--- src/rtl/pwm_pkg.sv ---
// pwm_pkg: shared constants and types for the PWM capture block and the
// matching PWM generator. The generator encodes a LVL_BITS-wide level as a
// high time of level*PWM_LVL_STEP + PWM_HALF_STEP inside a PWM_FRAME frame.
package pwm_pkg;

    // Default measurement counter width; nominal frame is 2**PWM_CBITS cycles.
    localparam int PWM_CBITS    = 15;
    // Default decoded level width.
    localparam int PWM_LVL_BITS = 4;
    // Default glitch-filter depth (cycles), used only when the filter is built.
    localparam int PWM_FILT_LEN = 4;

    // Generator frame length in clk cycles.
    localparam int PWM_FRAME     = 2 ** PWM_CBITS;
    // One level step of high time (2048 at the defaults).
    localparam int PWM_LVL_STEP  = PWM_FRAME >> PWM_LVL_BITS;
    // Half-step offset that centres each level inside its decode bin (1024).
    localparam int PWM_HALF_STEP = PWM_LVL_STEP / 2;

    // Capture FSM states.
    typedef enum logic [1:0] {
        IDLE = 2'd0,
        HIGH = 2'd1,
        LOW  = 2'd2
    } pwm_cap_state_e;

    // High time the generator produces for a given level.
    function automatic int pwm_high_time(input int lvl);
        return (lvl * PWM_LVL_STEP) + PWM_HALF_STEP;
    endfunction

endpackage

--- src/rtl/pwm_in_cond.sv ---
// pwm_in_cond: brings the asynchronous PWM input into the clk domain through a
// 2-flop synchronizer and, when PWM_CAP_GLITCH_FILTER_EN is defined, a glitch
// filter that only follows the synchronized input after it has held a new
// value for FILT_LEN consecutive cycles. Without the macro pwm_s is the
// synchronizer output.
module pwm_in_cond
    import pwm_pkg::*;
#(
    parameter int FILT_LEN = PWM_FILT_LEN
) (
    input  logic clk,
    input  logic rst_n,
    input  logic pwm_in,
    output logic pwm_s
);

`ifdef PWM_CAP_GLITCH_FILTER_EN
    localparam bit FILT_ON = 1'b1;
`else
    localparam bit FILT_ON = 1'b0;
`endif

    // Effective depth: zero means the filter is not elaborated at all.
    localparam int FILT_EFF = (FILT_ON && (FILT_LEN > 0)) ? FILT_LEN : 0;

    logic sync1_r;
    logic sync2_r;

    // Two-flop synchronizer for the asynchronous input.
    always_ff @(posedge clk) begin
        if (!rst_n) begin
            sync1_r <= 1'b0;
            sync2_r <= 1'b0;
        end else begin
            sync1_r <= pwm_in;
            sync2_r <= sync1_r;
        end
    end

    generate
        if (FILT_EFF > 0) begin : g_filt
            localparam int FW = (FILT_EFF > 1) ? $clog2(FILT_EFF) : 1;
            localparam logic [FW-1:0] CNT_LAST = FW'(FILT_EFF - 1);

            logic [FW-1:0] cnt_r;
            logic          filt_r;

            // Count cycles the synchronized input disagrees with the filtered
            // level; flip once the disagreement has lasted FILT_LEN cycles.
            always_ff @(posedge clk) begin
                if (!rst_n) begin
                    cnt_r  <= '0;
                    filt_r <= 1'b0;
                end else if (sync2_r == filt_r) begin
                    cnt_r  <= '0;
                end else if (cnt_r == CNT_LAST) begin
                    cnt_r  <= '0;
                    filt_r <= sync2_r;
                end else begin
                    cnt_r  <= cnt_r + FW'(1);
                end
            end

            assign pwm_s = filt_r;
        end else begin : g_pass
            assign pwm_s = sync2_r;
        end
    endgenerate

endmodule

--- src/rtl/pwm_capture.sv ---
// pwm_capture: measures high time and period (in clk cycles) of a PWM input and
// decodes the duty level from the top bits of the high time. A measurement is
// published as a one-cycle meas_valid pulse at each rising edge that closes a
// complete frame; the first frame after reset or after a stuck line only
// aligns. A line with no rising edge for a full frame raises stuck.
// Optional feature macro: PWM_CAP_GLITCH_FILTER_EN (input glitch filter).
module pwm_capture
    import pwm_pkg::*;
#(
    parameter int CBITS    = PWM_CBITS,
    parameter int LVL_BITS = PWM_LVL_BITS,
    parameter int FILT_LEN = PWM_FILT_LEN
) (
    input  logic                clk,
    input  logic                rst_n,
    input  logic                pwm_in,
    output logic                meas_valid,
    output logic [CBITS-1:0]    high_cnt,
    output logic [CBITS-1:0]    period_cnt,
    output logic [LVL_BITS-1:0] level,
    output logic                stuck,
    output logic                stuck_high
);

    localparam logic [CBITS-1:0] CNT_ONE = CBITS'(1);
    localparam logic [CBITS-1:0] CNT_MAX = {CBITS{1'b1}};

    logic pwm_s;
    logic pwm_q_r;
    logic rise_s;
    logic fall_s;

    pwm_cap_state_e state_r;
    pwm_cap_state_e state_nxt_s;

    logic [CBITS-1:0] hc_r;
    logic [CBITS-1:0] pc_r;
    logic [CBITS-1:0] hc_nxt_s;
    logic [CBITS-1:0] pc_nxt_s;
    logic [CBITS-1:0] hc_inc_s;
    logic [CBITS-1:0] pc_inc_s;
    // pc has already sat at all-ones for a whole cycle: a generator frame of
    // exactly 2**CBITS cycles still closes on the next edge, so the line is
    // only declared stuck one cycle later than the counter saturates.
    logic             pc_sat_r;
    logic             pc_sat_nxt_s;
    logic             publish_s;
    logic             stuck_set_s;

    logic                meas_valid_r;
    logic [CBITS-1:0]    high_cnt_r;
    logic [CBITS-1:0]    period_cnt_r;
    logic [LVL_BITS-1:0] level_r;
    logic                stuck_r;
    logic                stuck_high_r;

    pwm_in_cond #(
        .FILT_LEN (FILT_LEN)
    ) u_in_cond (
        .clk    (clk),
        .rst_n  (rst_n),
        .pwm_in (pwm_in),
        .pwm_s  (pwm_s)
    );

    // One-cycle delayed copy of the conditioned input for edge detection.
    always_ff @(posedge clk) begin
        if (!rst_n) begin
            pwm_q_r <= 1'b0;
        end else begin
            pwm_q_r <= pwm_s;
        end
    end

    assign rise_s = pwm_s & ~pwm_q_r;
    assign fall_s = ~pwm_s & pwm_q_r;

    // Saturating increments of both counters.
    always_comb begin
        hc_inc_s = (hc_r == CNT_MAX) ? hc_r : (hc_r + CNT_ONE);
        pc_inc_s = (pc_r == CNT_MAX) ? pc_r : (pc_r + CNT_ONE);
    end

    // Next-state, counter updates and publish/stuck decisions.
    always_comb begin
        state_nxt_s  = state_r;
        hc_nxt_s     = hc_r;
        pc_nxt_s     = pc_r;
        pc_sat_nxt_s = pc_sat_r;
        publish_s    = 1'b0;
        stuck_set_s  = 1'b0;
        case (state_r)
            IDLE: begin
                if (rise_s) begin
                    state_nxt_s  = HIGH;
                    hc_nxt_s     = CNT_ONE;
                    pc_nxt_s     = CNT_ONE;
                    pc_sat_nxt_s = 1'b0;
                end else begin
                    pc_sat_nxt_s = 1'b0;
                end
            end
            HIGH: begin
                if (fall_s) begin
                    state_nxt_s  = LOW;
                    pc_nxt_s     = pc_inc_s;
                    pc_sat_nxt_s = (pc_r == CNT_MAX);
                end else if (pc_sat_r) begin
                    state_nxt_s  = IDLE;
                    stuck_set_s  = 1'b1;
                    pc_sat_nxt_s = 1'b0;
                end else begin
                    hc_nxt_s     = hc_inc_s;
                    pc_nxt_s     = pc_inc_s;
                    pc_sat_nxt_s = (pc_r == CNT_MAX);
                end
            end
            LOW: begin
                if (rise_s) begin
                    state_nxt_s  = HIGH;
                    publish_s    = 1'b1;
                    hc_nxt_s     = CNT_ONE;
                    pc_nxt_s     = CNT_ONE;
                    pc_sat_nxt_s = 1'b0;
                end else if (pc_sat_r) begin
                    state_nxt_s  = IDLE;
                    stuck_set_s  = 1'b1;
                    pc_sat_nxt_s = 1'b0;
                end else begin
                    pc_nxt_s     = pc_inc_s;
                    pc_sat_nxt_s = (pc_r == CNT_MAX);
                end
            end
            default: begin
                state_nxt_s  = IDLE;
                hc_nxt_s     = '0;
                pc_nxt_s     = '0;
                pc_sat_nxt_s = 1'b0;
            end
        endcase
    end

    // FSM state and measurement counters.
    always_ff @(posedge clk) begin
        if (!rst_n) begin
            state_r  <= IDLE;
            hc_r     <= '0;
            pc_r     <= '0;
            pc_sat_r <= 1'b0;
        end else begin
            state_r  <= state_nxt_s;
            hc_r     <= hc_nxt_s;
            pc_r     <= pc_nxt_s;
            pc_sat_r <= pc_sat_nxt_s;
        end
    end

    // Registered measurement record and stuck flags; held between publishes.
    always_ff @(posedge clk) begin
        if (!rst_n) begin
            meas_valid_r <= 1'b0;
            high_cnt_r   <= '0;
            period_cnt_r <= '0;
            level_r      <= '0;
            stuck_r      <= 1'b0;
            stuck_high_r <= 1'b0;
        end else begin
            meas_valid_r <= publish_s;
            if (publish_s) begin
                high_cnt_r   <= hc_r;
                period_cnt_r <= pc_r;
                level_r      <= hc_r[CBITS-1 -: LVL_BITS];
                stuck_r      <= 1'b0;
                stuck_high_r <= 1'b0;
            end else if (stuck_set_s) begin
                stuck_r      <= 1'b1;
                stuck_high_r <= pwm_s;
            end else begin
                stuck_r      <= stuck_r;
                stuck_high_r <= stuck_high_r;
            end
        end
    end

    assign meas_valid = meas_valid_r;
    assign high_cnt   = high_cnt_r;
    assign period_cnt = period_cnt_r;
    assign level      = level_r;
    assign stuck      = stuck_r;
    assign stuck_high = stuck_high_r;

endmodule

--- config.mk ---
export PLATFORM = sky130hd
export DESIGN_NAME = pwm_capture
export DESIGN_NICKNAME = d
export VERILOG_FILES = /design/src/rtl/pwm_pkg.sv /design/src/rtl/pwm_in_cond.sv /design/src/rtl/pwm_capture.sv
export SDC_FILE = /design/constraint.sdc
export NUM_CORES = 1
export LEC_CHECK = 0
export ABC_CLOCK_PERIOD_IN_PS = 5200
export BUFFER_PORTS_ARGS = -buffer_cell sky130_fd_sc_hd__buf_2
export CORE_ASPECT_RATIO = 1.4
export CORE_MARGIN = 5
export CORE_UTILIZATION = 50
export DETAILED_ROUTE_END_ITERATION = 8
export HOLD_SLACK_MARGIN = 0.12
export PLACE_DENSITY = 0.66
export SETUP_SLACK_MARGIN = 0.05
export SYNTH_ARGS = -nofsm -noshare
export SYNTH_HDL_FRONTEND = slang
export SYNTH_SLANG_ARGS = --single-unit
--- constraint.sdc ---
create_clock -name clk -period 5.2 [get_ports clk]
set_clock_uncertainty 0.15 [all_clocks]
set_input_delay 0.52 -clock clk [delete_from_list [all_inputs] [get_ports clk]]
set_output_delay 0.52 -clock clk [all_outputs]
set_load 0.05 [all_outputs]
==> flow_summary.toml, run 1 <==
[timing]
tightest_slew_ns = 0.765
slew_violations = 0
fin_setup_tns_ns = 0
period_share_pct = 52.7
rsz0062_at_grt = "false"
relSlewSlack_pct = 48.9
finalSetupViolations = 0
hold_viol_final = 0
min_period_ns = 2.74
max_freq_mhz = 365

[floorplanning]
die_area_um2 = 8620
core.rowCount = 35
die_h_um = 108
die_w_um = 79.9
coreArea_um2 = 6610
io_pins = 40
initial_core_util_pct = 51.7

[drt]
drcViolationCount = 0
dr.first_iter.drc_count = 151
detail_route.wl_per_cell_um = 17.2
dr.pass1.iters = 4
routed_wirelength_mm = 8.67
viasPerCell = 6.16
vias = 3107
postRouteAntennaNets = 0

[synth]
synthAdderAreaFrac_pct = 2.56
async_reset_ff_share_pct = 0
synth_cell_type_count = 63
syn_area_per_cell_um2 = 8.84
synth_cells = 387
synth_edf_count = 0
yosysWarnings = 0
synth-xor-area-share_pct = 0.256
synth_seq_cells = 69
synth_compound_area_share_pct = 30.4
syn_nets = 397
synth_flop_cell = "dfxtp_1"
yosys.area_share.simple_pct = 20.1
muxShareOfSynthArea_pct = 0.293
netlist_area_um2 = 3420
synth_top_family_by_area = "compound AO/OA/AOI/OAI gates"
synth_seq_area_share_pct = 40.4

[finish]
antenna_cells = 0
layout_commonest_cell = "dfxtp_1"
final_util_pct = 56.6
post_layout_nonfiller_instances = 504
drive_gt1_share_pct = 17.7
syn_to_final_growth_pct = 9.44
mostFrequentLayoutCells = "dfxtp_1 (69), buf_2 (39), nand2_1 (32)"
nNetsFinal = 417

[clock_network]
clk_latency_ns = 0.35
cts.sinks = 69
h-tree-depth = 3
clk_pin_slew_worst_paths_ns = 0.07
cts.repair.resized = 0
post-cts-setup-buffer-count = 0
cts_tree = "built"
cts_max_path_buffers = 2
cts-root-buf = "clkbuf_8"
ctsHoldBuffers = 0
numCtsBuffers = 9

[pwr]
p_leak_nw = 1.48
ir_drop_v = 0.000166
total_power_mw = 0.971
power_density_nw_per_um2 = 259

[critical_path]
endpoint_kind = "register"
startpoint_type = "register"
required_ns = 5.30
crit_fanout = 13
crit_type = "reg2reg"
arrival_ns = 2.84

[global_routing]
grt_max_degree = 29
grt_pass1_wl_mm = 14.2
grt-ovfl-total = 0
track_usage_pct = 21.2
grt_pass1_vias = 2895
antenna_found_initial = 0

[placement]
port_buffers = 39
gp_congestion = 0.917
dpl.hpwl_mm = 6.15
dp.cells = 488

[run_status]
status = "finished clean"

[hold_path]
hold_class = "in2reg"

[flow_run]
cap_viol_max_count = 0
## metrics by stage
step           hold slack [ns]  worst slack [ns]  area, µm²
6_report                 0.224              2.46       3740
5_1_grt                  0.206              2.20       3740
4_1_cts                  0.217              2.53       3740
3_5_place_dp             0.272              2.54       3580
3_3_place_gp             0.273              2.63       3580
2_1_floorplan            0.262              3.05       3420
## flip-flops by register name, indices dropped and copies added, names as in the netlist, 2 cells and up
register    flops
high_cnt       15
period_cnt     15
hc_r           15
pc_r           15
state_r         2
## worst max-delay path, stage by stage, from the launching register on
cell and delay (ns):
dfxtp_1 0.35, inv_1 0.12, ha_1 0.46, nor2_1 0.18
o21bai_1 0.64, and2_1 0.29, a21oi_2 0.14, nor4_1 0.31
## final cells by class
cell class	count	area, µm²
fillers	613	2870
well taps	92	115
flip-flops and latches	69	1380
clock buffers	11	131
clock inverters	5	27.5
multi-input cells	276	1840
inverters	9	33.8
repair buffers	42	218
## synth_stat cells, drive strengths merged, types with 5 or more instances
cell type,instances,share of area (%)
and3,8,1.5
a31oi,7,1.3
nor4,7,1.3
buf,19,3.4
a21oi,33,5.0
a22o,30,7.7
o31a,5,1.3
a21boi,8,1.8
nand2b,5,0.91
clkbuf,14,1.6
nand3,16,2.3
inv,9,0.99
nor3,7,1.0
o21ai,12,1.8
and4,5,1.3
nor2,13,1.4
ha,7,2.6
dfxtp,69,40
nand4,9,1.6
o221a,5,1.6
and2,11,2.0
nand2,32,3.5
## kinds of logic after synthesis
kind of cell,count (synthesis)
AO/OA/AOI/OAI,139
AND/OR/NAND/NOR,128
flip-flops,69
buffers and inverters,42
adder cells (fa/ha/maj),7
XOR/XNOR,1
multiplexers,1
## per-layer routing
metal	vias up	routed length (µm)	track usage, %
met2	98	4360	35.6
met5	-	0	0
met1	1483	3500	23.8
li1	1498	-	-
met4	0	401	12.6
met3	28	409	5.36
## power by group
group / leakage (nW) / internal, mW / switching [mW]
Sequential: 0.557 / 0.532 / 0.00565
Clock: 0.0829 / 0.170 / 0.198
Combinational: 0.837 / 0.0208 / 0.0449
## final timing paths
| check | startpoint | end | slack (ns) | cells after the start |
|---|---|---|---|---|
| worst min-delay path | pwm_in | u_in_cond.sync1_r | 0.22 | 2 |
| worst min register to register | u_in_cond.sync1_r | u_in_cond.pwm_s | 0.29 | 1 |
| worst max-delay path | state_r[0] | hc_r[4] | 2.46 | 7 |
| worst max register to register | state_r[0] | hc_r[4] | 2.46 | 7 |
Power figures use the tool's default switching activity.
==> run 2: changes to the inputs <==
--- a/config.mk
+++ b/config.mk
@@ -5,7 +5,7 @@
 export SDC_FILE = /design/constraint.sdc
 export NUM_CORES = 1
 export LEC_CHECK = 0
-export ABC_CLOCK_PERIOD_IN_PS = 5200
+export ABC_CLOCK_PERIOD_IN_PS = 2850
 export BUFFER_PORTS_ARGS = -buffer_cell sky130_fd_sc_hd__buf_2
 export CORE_ASPECT_RATIO = 1.4
 export CORE_MARGIN = 5
==> constraint.sdc (replaced) <==
create_clock -name clk -period 2.85 [get_ports clk]
set_clock_uncertainty 0.15 [all_clocks]
set_input_delay 0.285 -clock clk [delete_from_list [all_inputs] [get_ports clk]]
set_output_delay 0.285 -clock clk [all_outputs]
set_load 0.05 [all_outputs]
==> run 2 against run 1 <==
Final area increased by 2.2%. Worst hold slack gained 0.043 ns. First-iteration DRC count grew 49%. Fmax grew 16%. Critical path depth unchanged. Wire length grew 0.39%. Worst setup slack worse by 2.0 ns. Utilization increased by 1.2 points. Sequential share of layout area down 0.78 points. Via count increased by 1.0%. Flip-flop and latch count unchanged. Count of clock-buffer cells in the layout is 1 lower.
==> flow_summary.toml, run 2 (same netlist as run 1, synthesis figures left out) <==
[global_routing]
grt_pass1_vias = 2947
track_usage_pct = 21.1
grt_max_degree = 29
antenna_found_initial = 0
grt-ovfl-total = 0
grt_pass1_wl_mm = 14.3

[drt]
dr.pass1.iters = 5
drcViolationCount = 0
viasPerCell = 6.18
dr.first_iter.drc_count = 225
routed_wirelength_mm = 8.71
postRouteAntennaNets = 0
detail_route.wl_per_cell_um = 17.1
vias = 3139

[clock_network]
cts_tree = "built"
numCtsBuffers = 9
post-cts-setup-buffer-count = 0
cts_max_path_buffers = 2
clk_latency_ns = 0.36
cts.repair.resized = 0
h-tree-depth = 3
clk_pin_slew_worst_paths_ns = 0.08
cts-root-buf = "clkbuf_8"
cts.sinks = 69
ctsHoldBuffers = 1

[critical_path]
crit_type = "reg2reg"
arrival_ns = 2.45
required_ns = 2.92
crit_fanout = 13
startpoint_type = "register"
endpoint_kind = "register"

[placement]
place_area_um2 = 3610
port_buffers = 39
dp.cells = 491
gp_congestion = 0.930
dpl.hpwl_mm = 6.26
pre_cts_slack_ns = 0.507

[timing]
slew_violations = 0
fin_setup_tns_ns = 0
min_period_ns = 2.37
fin_ws_ns = 0.478
finalSetupViolations = 0
period_share_pct = 83.2
max_freq_mhz = 422
hold_viol_final = 0
relSlewSlack_pct = 49.5
hold_slack_ns = 0.266
rsz0062_at_grt = "false"
tightest_slew_ns = 0.752

[pwr]
p_leak_nw = 1.52
power_density_nw_per_um2 = 508
total_power_mw = 1.94
ir_drop_v = 0.000424

[floorplanning]
die_area_um2 = 8620
initial_core_util_pct = 51.7
coreArea_um2 = 6610
die_h_um = 108
die_w_um = 79.9
core.rowCount = 35
io_pins = 40

[flow_run]
cap_viol_max_count = 0

[finish]
nNetsFinal = 421
drive_gt1_share_pct = 18.8
fillers = 604
post_layout_nonfiller_instances = 508
layout_commonest_cell = "dfxtp_1"
syn_to_final_growth_pct = 11.8
final_util_pct = 57.8
antenna_cells = 0
fin_area_um2 = 3820
mostFrequentLayoutCells = "dfxtp_1 (69), buf_2 (39), nand2_1 (32)"

[run_status]
status = "finished clean"

[hold_path]
hold_class = "in2reg"
-- run 2: final timing paths --
path | from | end | slack [ns] | depth (start not counted)
worst max-delay path | state_r[0] | hc_r[4] | 0.48 | 7
worst min-delay path | rst_n | pc_r[13] | 0.27 | 2
worst max register to register | state_r[0] | hc_r[4] | 0.48 | 7
worst min register to register | u_in_cond.sync1_r | u_in_cond.pwm_s | 0.28 | 1
-- run 2: per-layer routing --
layer	track usage, %	vias up	part of all wire [%]
met4	10.4	0	3.5
met1	22.8	1472	39
li1	-	1513	-
met3	4.02	28	5.1
met2	38.2	126	53
met5	0	-	0
-- run 2: critical path, stage by stage, from the launching register on --
cell and delay, ns:
dfxtp_1 0.39, inv_1 0.10, ha_1 0.35, nor4_1 0.28, a31o_2 0.26, o31ai_4 0.18, a21oi_2 0.41, nor4_1 0.12
-- run 2: area by class of cell --
type	count	area (µm²)	share of cell area (%)
multi-input combinational	276	1840	48.0
sequential	69	1380	36.1
timing repair buffer	46	250	6.54
clock buffer	10	138	3.60
tap	92	115	3.01
clock inverter	6	70.1	1.83
inverter	9	33.8	0.883
-- run 2: power breakdown --
part	leakage (nW)	switching, mW	internal [mW]
Sequential	0.557	0.00857	0.970
Combinational	0.856	0.0851	0.0411
Clock	0.107	0.401	0.435
Total	1.52	0.495	1.45
==> run 3: changes to the inputs <==
--- a/config.mk
+++ b/config.mk
@@ -5,7 +5,7 @@
 export SDC_FILE = /design/constraint.sdc
 export NUM_CORES = 1
 export LEC_CHECK = 0
-export ABC_CLOCK_PERIOD_IN_PS = 2850
+export ABC_CLOCK_PERIOD_IN_PS = 2200
 export BUFFER_PORTS_ARGS = -buffer_cell sky130_fd_sc_hd__buf_2
 export CORE_ASPECT_RATIO = 1.4
 export CORE_MARGIN = 5
==> constraint.sdc (replaced) <==
create_clock -name clk -period 2.2 [get_ports clk]
set_clock_uncertainty 0.15 [all_clocks]
set_input_delay 0.22 -clock clk [delete_from_list [all_inputs] [get_ports clk]]
set_output_delay 0.22 -clock clk [all_outputs]
set_load 0.05 [all_outputs]
==> run 3 against run 2 <==
Clock power grew 58%. Wire length grew 4.5%. Fmax is 13% higher. Final area is 9.9% higher. Largest power group is now clock. Highest routed layer unchanged.
==> flow_summary.toml, run 3 (same netlist as run 1, synthesis figures left out) <==
[run_status]
status = "finished clean"

[drt]
viasPerCell = 6.05
route.met2.wl_mm = 4.89
dr_wl_met3_um = 283
drcViolationCount = 0
dr.first_iter.drc_count = 172
routed.top_layer = "met4"
detail_route.wl_per_cell_um = 16.9
routed_wirelength_mm = 9.10
postRouteAntennaNets = 0
vias = 3259
dr.pass1.iters = 6
routedLengthMet1_mm = 3.66

[placement]
pre_cts_slack_ns = -0.0204
place_area_um2 = 3840
gp_congestion = 0.913
dp.cells = 520
dpl.hpwl_mm = 6.62
port_buffers = 39

[floorplanning]
die_area_um2 = 8620
core.rowCount = 35
coreArea_um2 = 6610
die_h_um = 108
die_w_um = 79.9
io_pins = 40
initial_core_util_pct = 51.7

[critical_path]
rrSetupSlack_ns = 0.11
reg2reg_depth = 7
endpoint_kind = "register"
startpoint_type = "register"
crit_fanout = 9
arrival_ns = 2.22
r2r-start = "state_r[1]"
r2r_end = "pc_r[9]"
crit_type = "reg2reg"
required_ns = 2.33

[clock_network]
clk_pin_slew_worst_paths_ns = 0.07
cts_tree = "built"
cts_max_path_buffers = 2
numCtsBuffers = 9
clk_latency_ns = 0.36
cts.sinks = 69
h-tree-depth = 3
cts-root-buf = "clkbuf_8"

[finish]
drive_gt1_share_pct = 26.6
post_layout_nonfiller_instances = 539
fin_area_um2 = 4200
mostFrequentLayoutCells = "dfxtp_1 (66), buf_2 (39), buf_4 (34)"
layout_commonest_cell = "dfxtp_1"
antenna_cells = 0
syn_to_final_growth_pct = 22.9
nNetsFinal = 452

[hold_path]
hold_class = "reg2reg"
worstHoldStart = "u_in_cond.sync1_r"
hold_end = "u_in_cond.pwm_s"
holdPathStages = 1

[pwr]
total_power_mw = 2.79
power_density_nw_per_um2 = 663
ir_drop_v = 0.000626
p_leak_nw = 1.71

[timing]
fin_ws_ns = 0.109
tightest_slew_ns = 0.517
relSlewSlack_pct = 65.4
slew_violations = 0
min_period_ns = 2.09
finalSetupViolations = 0
max_freq_mhz = 478
period_share_pct = 95.0
rsz0062_at_grt = "true"
hold_viol_final = 0

[global_routing]
grt_pass1_vias = 3212
grt_pass1_wl_mm = 15.0
track_usage_pct = 21.9
grt-ovfl-total = 0
grt_max_degree = 24
antenna_found_initial = 0

[flow_run]
cap_viol_max_count = 0
==> run 3: cell types whose count changed in the layout (fill, tap and decap cells not counted), moves of 2 or more <==
cell / delta
inv_6: -2
ha_1: -3
dfxtp_1: -3
bufinv_16: +2
ha_4: +3
dfxtp_2: +3
buf_4: +28
==> run 3: metrics by stage <==
stage | hold WS [ns] | setup TNS, ns | util, %
after global routing | 0.325 | 0 | 63.6
after detailed placement | 0.273 | -0.0372 | 58.0
after floorplan | 0.197 | 0 | -
after CTS | 0.290 | 0 | 62.4
final | 0.287 | 0 | 63.6
after global placement | 0.267 | 0 | 58.0
==> run 3: what timing repair did <==
action,CTS,global route
pin swaps,1,4
setup buffers,0,1
gates resized for setup,3,15
endpoints found under the setup margin,11,24
hold buffers,2,0
hold endpoints to repair,3,0
==> run 3: power by group <==
part	internal (mW)	leakage (nW)	switching (mW)
clock	0.817	0.126	0.499
combinational	0.0801	1.02	0.124
sequential	1.26	0.558	0.00840
==> run 3: worst max-delay path by stage <==
stage / endpoint / startpoint / slack, ns
final: pc_r[9] / state_r[1] / 0.11
after global placement: pc_r[9] / pc_r[1] / 0.09
after CTS: pc_r[9] / state_r[0] / 0.03
after global routing: pc_r[9] / state_r[1] / 0.003
after detailed placement: hc_r[2] / state_r[0] / -0.02
after floorplan: hc_r[12] / state_r[0] / 0.08
==> run 3: area by class of cell <==
type | instances | area [µm²]
clock inverter | 5 | 106
inverter | 9 | 33.8
tap | 92 | 115
sequential | 69 | 1390
multi-input combinational | 276 | 1910
timing repair buffer | 77 | 502
fill | 558 | 2410
clock buffer | 11 | 151
==> run 3: layer usage <==
metal / vias up / track usage [%]
li1: 1566 / -
met1: 1598 / 23.3
met2: 75 / 40.4
met3: 20 / 3.27
met4: 0 / 12.0
met5: - / 0
==> run 3: worst max-delay path, cell delays in order, from the launching register on <==
cell and delay, ns:
dfxtp_2 0.36, inv_1 0.16, ha_4 0.21, nand2_1 0.07
a21oi_2 0.23, nor2_1 0.17, or4_1 0.49, a31oi_1 0.17
